### config.mk
export PLATFORM = sky130hd
export DESIGN_NAME = bf_code_loader
export DESIGN_NICKNAME = d
export VERILOG_FILES = /design/src/rtl/bf_defs.sv /design/src/rtl/bf_bracket_check.sv /design/src/rtl/bf_code_loader.sv
export SDC_FILE = /design/constraint.sdc
export NUM_CORES = 1
export LEC_CHECK = 0
export BUFFER_PORTS_ARGS = -buffer_cell sky130_fd_sc_hd__buf_2
export CELL_PAD_IN_SITES_DETAIL_PLACEMENT = 0
export CELL_PAD_IN_SITES_GLOBAL_PLACEMENT = 1
export CORE_MARGIN = 2
export CORE_UTILIZATION = 44
export CTS_CLUSTER_DIAMETER = 100
export CTS_CLUSTER_SIZE = 30
export DETAILED_ROUTE_END_ITERATION = 10
export GPL_TIMING_DRIVEN = 0
export PLACE_DENSITY = 0.85
export SLEW_MARGIN = 15
export SYNTH_ARGS = -nofsm -noshare
export SYNTH_HDL_FRONTEND = slang
export SYNTH_SLANG_ARGS = --single-unit
### constraint.sdc
create_clock -name clk -period 6.45 [get_ports clk]
set_input_delay 0.3225 -clock clk [delete_from_list [all_inputs] [get_ports clk]]
set_output_delay 0.3225 -clock clk [all_outputs]
set_load 0.02 [all_outputs]
### src/rtl/bf_defs.sv
// Shared definitions for the BF code loader and core: FSM states, opcode bytes,
// terminator value and load-error codes.
package bf_defs;

  typedef enum logic [1:0] {
    StIdle  = 2'd0,
    StLoad  = 2'd1,
    StRun   = 2'd2,
    StError = 2'd3
  } state_e;

  localparam logic [7:0] OpInc   = 8'h2B;
  localparam logic [7:0] OpDec   = 8'h2D;
  localparam logic [7:0] OpLeft  = 8'h3C;
  localparam logic [7:0] OpRight = 8'h3E;
  localparam logic [7:0] OpOpen  = 8'h5B;
  localparam logic [7:0] OpClose = 8'h5D;
  localparam logic [7:0] OpOut   = 8'h2E;
  localparam logic [7:0] OpIn    = 8'h2C;
  localparam logic [7:0] Term    = 8'h00;

  localparam logic [1:0] ErrNone           = 2'b00;
  localparam logic [1:0] ErrUnmatchedClose = 2'b01;
  localparam logic [1:0] ErrUnmatchedOpen  = 2'b10;
  localparam logic [1:0] ErrOverflow       = 2'b11;

  function automatic logic is_opcode(input logic [7:0] b);
    return b inside {OpInc, OpDec, OpLeft, OpRight, OpOpen, OpClose, OpOut, OpIn};
  endfunction

endpackage

### src/rtl/bf_bracket_check.sv
// Opcode filter and '['/']' nesting-depth tracker for the code loader.
module bf_bracket_check
  import bf_defs::*;
#(
  parameter int unsigned Width = 9
) (
  input  logic             clk_i,
  input  logic             rst_i,
  input  logic             clear_i,
  input  logic             commit_i,
  input  logic [7:0]       byte_i,
  output logic             is_op_o,
  output logic [Width-1:0] depth_o,
  output logic             err_close_o
);

  localparam logic [Width-1:0] One = Width'(1);

  logic [Width-1:0] depth_q, depth_d;

  // commit_i is only raised for bytes actually stored, so ']' never underflows.
  always_comb begin
    depth_d = depth_q;
    if (clear_i) begin
      depth_d = '0;
    end else if (commit_i) begin
      if (byte_i == OpOpen) begin
        depth_d = depth_q + One;
      end else if (byte_i == OpClose) begin
        depth_d = depth_q - One;
      end
    end
  end

  always_ff @(posedge clk_i) begin
    if (rst_i) begin
      depth_q <= '0;
    end else begin
      depth_q <= depth_d;
    end
  end

  assign is_op_o     = is_opcode(byte_i);
  assign depth_o     = depth_q;
  assign err_close_o = (byte_i == OpClose) && (depth_q == '0);

endmodule

### src/rtl/bf_code_loader.sv
// Streams ASCII BF source into code RAM, filtering comments, checking bracket
// balance and releasing the core once a terminated, balanced program is stored.
module bf_code_loader
  import bf_defs::*;
#(
  parameter int unsigned addrSize = 9
) (
  input  logic                clk,
  input  logic                reset,
  input  logic                start,
  input  logic [7:0]          byte_in,
  input  logic                byte_valid,
  output logic                byte_ready,
  output logic [addrSize-1:0] addr_code,
  output logic [7:0]          dataOut_code,
  output logic                writeRq_code,
  output logic                core_run,
  output logic                err,
  output logic [1:0]          err_code,
  output logic [addrSize-1:0] prog_len
);

  localparam logic [addrSize-1:0] LastAddr = '1;
  localparam logic [addrSize-1:0] One      = addrSize'(1);

  state_e              state_q;
  logic [addrSize-1:0] wr_ptr_q;
  logic [addrSize-1:0] addr_q;
  logic [7:0]          data_q;
  logic                wr_q;
  logic                run_q;
  logic                err_q;
  logic [1:0]          err_code_q;

  logic                accept;
  logic                is_op;
  logic                err_close;
  logic                store;
  logic [addrSize-1:0] depth;

  always_comb begin
    accept = byte_ready && byte_valid && !start;
    store  = accept && is_op && (wr_ptr_q != LastAddr) && !err_close;
  end

  bf_bracket_check #(
    .Width(addrSize)
  ) u_bracket_check (
    .clk_i      (clk),
    .rst_i      (reset),
    .clear_i    (start),
    .commit_i   (store),
    .byte_i     (byte_in),
    .is_op_o    (is_op),
    .depth_o    (depth),
    .err_close_o(err_close)
  );

  always_ff @(posedge clk) begin
    if (reset) begin
      state_q    <= StIdle;
      wr_ptr_q   <= '0;
      addr_q     <= '0;
      data_q     <= '0;
      wr_q       <= 1'b0;
      run_q      <= 1'b0;
      err_q      <= 1'b0;
      err_code_q <= ErrNone;
    end else begin
      wr_q  <= 1'b0;
      run_q <= 1'b0;
      if (start) begin
        state_q    <= StLoad;
        wr_ptr_q   <= '0;
        err_q      <= 1'b0;
        err_code_q <= ErrNone;
      end else begin
        unique case (state_q)
          StLoad: begin
            if (accept && byte_in == Term) begin
              // The terminator always lands, even when the load then fails.
              wr_q   <= 1'b1;
              addr_q <= wr_ptr_q;
              data_q <= Term;
              if (depth == '0) begin
                state_q <= StRun;
              end else begin
                state_q    <= StError;
                err_q      <= 1'b1;
                err_code_q <= ErrUnmatchedOpen;
              end
            end else if (accept && is_op) begin
              if (wr_ptr_q == LastAddr) begin
                state_q    <= StError;
                err_q      <= 1'b1;
                err_code_q <= ErrOverflow;
              end else if (err_close) begin
                state_q    <= StError;
                err_q      <= 1'b1;
                err_code_q <= ErrUnmatchedClose;
              end else begin
                wr_q     <= 1'b1;
                addr_q   <= wr_ptr_q;
                data_q   <= byte_in;
                wr_ptr_q <= wr_ptr_q + One;
              end
            end
          end
          // Delayed one cycle so the core starts after the terminator write.
          StRun:   run_q <= 1'b1;
          default: ;
        endcase
      end
    end
  end

  assign byte_ready   = (state_q == StLoad);
  assign addr_code    = addr_q;
  assign dataOut_code = data_q;
  assign writeRq_code = wr_q;
  assign core_run     = run_q;
  assign err          = err_q;
  assign err_code     = err_code_q;
  assign prog_len     = wr_ptr_q;

endmodule

# Word-level counts from Yosys, hierarchy flattened
# Index checks and enable logic that the tools add are counted.
totals:
  reg_bits: 42
  output_inout_bits: 32
classes:
  n_addsub: 3
  eq_ne: 15
  n_mux: 32
  bitwise: 5
  reduce_logical: 26
op_table:
  columns: ["cell", "count"]
  rows:
  - ["9-bit 2-to-1 mux", 6]
  - ["8-bit by 6-bit == test with 1-bit output, second input constant", 6]
  - ["8-bit 2-to-1 mux", 4]
  - ["9-bit by 1-bit adder with 9-bit output, second input constant", 2]
  - ["2-bit 2-to-1 mux", 9]
  - ["8-bit by 7-bit == test with 1-bit output, second input constant", 2]
  - ["1-bit 2-to-1 mux", 13]
  - ["5-bit AND reduction", 2]
  - ["9-bit == test, second input constant", 1]
  - ["9-bit zero test", 1]
  - ["9-bit inequality test, second input constant", 1]
  - ["9-bit by 1-bit subtractor with 9-bit output, second input constant", 1]
  - ["8-bit zero test", 1]
  - ["8-bit nonzero test", 1]
  - ["1-bit logical AND", 7]
  - ["3-bit AND reduction", 2]
  - ["2-bit nonzero test", 3]
  - ["3-bit nonzero test", 2]
  - ["1-bit NOT", 5]
  - ["2-bit inequality test, second input constant", 2]
  - ["4-bit AND reduction", 1]
  - ["4-bit nonzero test", 1]
  - ["3-bit OR reduction", 1]
  - ["2-bit by 1-bit == test with 1-bit output, second input constant", 1]
  - ["5 further kinds", 6]

# Logic depth before layout (Yosys ltp)
logic_depth:
  word_depth: 8
  ltp_mapped: 9

# Cells and area by module
# A second synthesis with hierarchy kept.
hier_totals:
  hier_cells: 257
  hier_area_um2: 2274.7
by_module_without_submodules:
  columns: ["module", "n_inst", "cells_per_inst", "area_each_um2"]
  rows:
  - ["bf_code_loader", 1, 162, 1468.9]
  - ["bf_bracket_check", 1, 95, 805.8]

# Worst setup path before layout
# Ideal clock, no wire load.
synth_timing:
  kind: "input to register"
  from: "input port byte_in[7]"
  to: "register u_bracket_check.depth_q[8], in the netlist u_bracket_check.depth_o[8]"
  setup_time_ns: 0.061
  t_arrival_ns: 2.607
  t_required_ns: 6.389
  setup_slack_ns: 3.783
  path_stages: 9
  path_buffers: 0
  path_cell_list: "nand3b_1 nor3_1 inv_1 ha_1 or2_2 a21o_1 a2111o_1 a211oi_1 a311o_1"
synth_via:
  elab_chain_len: 6
  elab_cells_between_ends: 17
synth_rtl:
  columns: ["item", "line", "text"]
  rows:
  - ["start, declared", "bf_code_loader.sv:11", "input logic [7:0] byte_in,"]
  - ["8-bit by 6-bit == test with 1-bit output (tied with other cells)", "bf_defs.sv:28", "return b inside {OpInc, OpDec, OpLeft, OpRight, OpOpen, OpClose, OpOut, OpIn};"]
  - ["8-bit nonzero test", "bf_defs.sv:28", null]
  - ["1-bit logical AND (3 in a row)", "bf_code_loader.sv:43", "store = accept && is_op && (wr_ptr_q != LastAddr) && !err_close;"]
  - ["2-bit AND reduction (no line)", null, null]
  - ["end signal, assigned", "bf_bracket_check.sv:39", "depth_q <= depth_d;"]
  - ["end, declared", "bf_bracket_check.sv:19", "logic [Width-1:0] depth_q, depth_d;"]
# Parallel ways exist; a longest one is shown, timed or not.
# A chain may end at the register's enable or synchronous reset.

# Final worst setup path
layout_timing:
  from: "input port byte_in[5]"
  to: "register u_bracket_check.depth_q[8], in the netlist u_bracket_check.depth_o[8]"
# Same word-level chain as after synthesis.

==> flow_metrics.py <==
metrics = {
    "critical_path": {
        "max_stage_delay_ps": 470,
        "critPathSlowestCell": "fa_1",
        "cp.arrival_ps": 3190,
        "crit_required_ps": 6690,
        "path_class": "input port to flop",
        "critPathMaxFanout": 9,
        "worst-path-buf-inv": 2,
        "crit_path_end_kind": "flop",
        "reg2reg_depth": 7,
        "cp_cell_sequence": "buf_2, nand3b_1, nor3_1, inv_1, fa_1, a21oi_1, o2111ai_1, a2111o_1, a211oi_1, a311o_1",
        "cp.depth": 10,
        "start_kind": "input port",
        "cp_top_family": "compound AO/OA/AOI/OAI gates",
    },
    "power": {
        "powerDensity_nw_per_um2": 180,
        "ir_worst_vdd_mv": 0.0919,
        "leakage_nw": 1.13,
        "total_power_w": 0.000490,
    },
    "cts": {
        "cts_buffers": 5,
        "htree_levels": 2,
        "clkSinkCount": 42,
        "clock_latency_ps": 290,
        "cts_tree": "done",
        "clk_path_buf_depth": 2,
        "post_cts_resized": 0,
        "root_buffer": "clkbuf_8",
        "post_cts_buffers": 0,
        "cts_hold_buf": 0,
        "clkTransAtPathRegs_ps": 80,
    },
    "global_routing": {
        "grt_use_total": 0.207,
        "first_global_vias": 2028,
        "globalRoute.totalOverflow": 0,
        "grt_max_degree": 13,
        "grt_first_pass_wirelength_um": 9920,
        "grt_antenna_before_repair": 0,
    },
    "cells_and_area": {
        "nFillCells": 527,
        "n_antenna_cell": 0,
        "seqCellArea_um2": 841,
        "layout-drive-gt1-share": 0.214,
        "nets": 334,
        "syn2layout_area_growth_pct": 17.7,
        "multi_input_area_um2": 1360,
        "finalInstanceArea_um2": 2720,
        "final_common_cell": "buf_2",
        "layout_common_cells": "buf_2, dfxtp_1, nand3_1",
    },
    "die": {
        "die-area_um2": 5840,
        "fp.dieW_um": 76.4,
        "initial_utilization": 0.455,
        "chipHeight_um": 76.4,
        "rows": 26,
        "core_area_um2": 5070,
        "pin_count": 44,
    },
    "synth": {
        "avgSynthCellArea_um2": 8.81,
        "synthFlopType": "dfxtp_1",
        "async_flop_share": 0,
        "synth-edff-count": 0,
        "ys_seq_area_frac": 0.364,
        "syn-cell-area_um2": 2310,
        "ys_types": 51,
        "syn_inst": 262,
        "synth_seq_cells": 42,
        "yosysWarnings": 0,
        "synth_nets": 284,
    },
    "routing": {
        "wl_um": 5690,
        "num_vias": 2114,
        "first_pass_iters": 4,
        "drt_iter0_drc": 125,
        "drt-vias-per-instance": 5.52,
        "wl_per_cell_um": 14.8,
        "drtAntennaViolNets": 0,
        "drc_errors": 0,
    },
    "sta": {
        "fmaxAchievable_ghz": 0.339,
        "setup_viol": 0,
        "fin_tns_setup_ps": 0,
        "min_period_over_period": 0.457,
        "rsz0062_at_grt": "false",
        "period_needed_ps": 2950,
        "holdWs_ps": 304,
        "finalMaxSlewViolations": 0,
        "hold_viol_final": 0,
        "tightestPinTransition_ps": 936,
        "finalClockSkew_ps": 7.09,
        "relSlewSlack": 0.372,
    },
    "placement": {
        "dp_hpwl_um": 4210,
        "port_buffers": 43,
        "place.gp.congestion": 0.861,
        "placed_area_um2": 2610,
    },
    "hold_path": {
        "hold_class": "input port to flop",
        "whs_path_depth": 3,
    },
    "run": {
        "cap_violations": 0,
    },
    "run_status": {
        "outcome": "completed",
    },
}
==> worst register-to-register path, cell delays in order, from the launching register on <==
cell and delay (ps):
dfxtp_1 370, ha_1 290, nand3_1 110, nor2_1 50
ha_1 250, a211oi_1 760, nand2_1 240, a311o_1 390
==> area by class of cell <==
type                       count  area share
timing repair buffer          43      0.0792
buffer                        14      0.0299
clock buffer                   7      0.0281
inverter                       8      0.0110
tap                           70      0.0322
sequential                    42       0.309
clock inverter                 1      0.0110
multi-input combinational    198       0.499
==> layer usage <==
layer,GRT usage,share of wire,up-vias
li1,-,-,1080
met1,0.268,0.47,987
met2,0.344,0.48,40
met4,0.0745,0.015,0
met5,0,0,-
met3,0.0379,0.033,7
==> cells by family after synthesis <==
family	count (synthesis)	share of synthesized area
buffers and inverters	22	0.0482
multiplexers	11	0.0477
adder cells (fa/ha/maj)	10	0.0575
AND/OR/NAND/NOR	98	0.247
flip-flops	42	0.364
AO/OA/AOI/OAI	73	0.213
XOR/XNOR	6	0.0228
==> flip-flops by register name (all words and copies together), names as in the netlist <==
name                     cells
addr_code                    9
core_run                     1
dataOut_code                 8
err                          1
err_code                     2
prog_len                     9
state_q                      2
u_bracket_check.depth_o      9
writeRq_code                 1
==> final timing paths <==
path | start | endpoint | slack [ps]
setup / recovery | byte_in[5] | u_bracket_check.depth_o[8] | 3500
hold / removal | byte_in[0] | dataOut_code[0] | 300
setup reg to reg | prog_len[0] | u_bracket_check.depth_o[8] | 3880
hold reg to reg | dataOut_code[7] | dataOut_code[7] | 430
==> synthesized netlist by cell type (2+ instances only) <==
library cell,n,area (µm²)
a211oi_1,5,37.5
a21o_1,2,15.0
a21oi_1,23,115
a21oi_2,2,17.5
and3_1,2,12.5
buf_4,3,22.5
buf_6,2,22.5
clkbuf_1,7,26.3
dfxtp_1,42,841
ha_1,9,113
inv_1,8,30.0
mux2i_1,11,110
nand2_1,8,30.0
nand2b_1,22,138
nand3_1,24,120
nand3b_1,2,15.0
nor2_1,9,33.8
nor3_1,7,35.0
nor4_1,2,12.5
o2111ai_1,4,35.0
o21ai_0,16,80.1
o21bai_1,2,15.0
o311ai_0,4,35.0
o31ai_1,2,15.0
o41ai_1,3,26.3
or2_2,3,18.8
or3_1,7,43.8
or4_1,4,30.0
xor2_1,5,43.8
==> metrics by stage <==
step                instances  utilization  worst slack, ps
floorplan                 262            -             3780
global placement          375        0.515             3260
detailed placement        375        0.515             3240
CTS                       383        0.536             3540
global route              383        0.536             3230
finish                    383        0.536             3500
==> report_power, final <==
part	switching, W	total, W	internal (W)
Combinational	0.0000168	0.0000267	0.00000991
Clock	0.0000878	0.000204	0.000116
Sequential	0.000000460	0.000260	0.000260
Total	0.000105	0.000490	0.000385
Power figures use the tool's default switching activity.
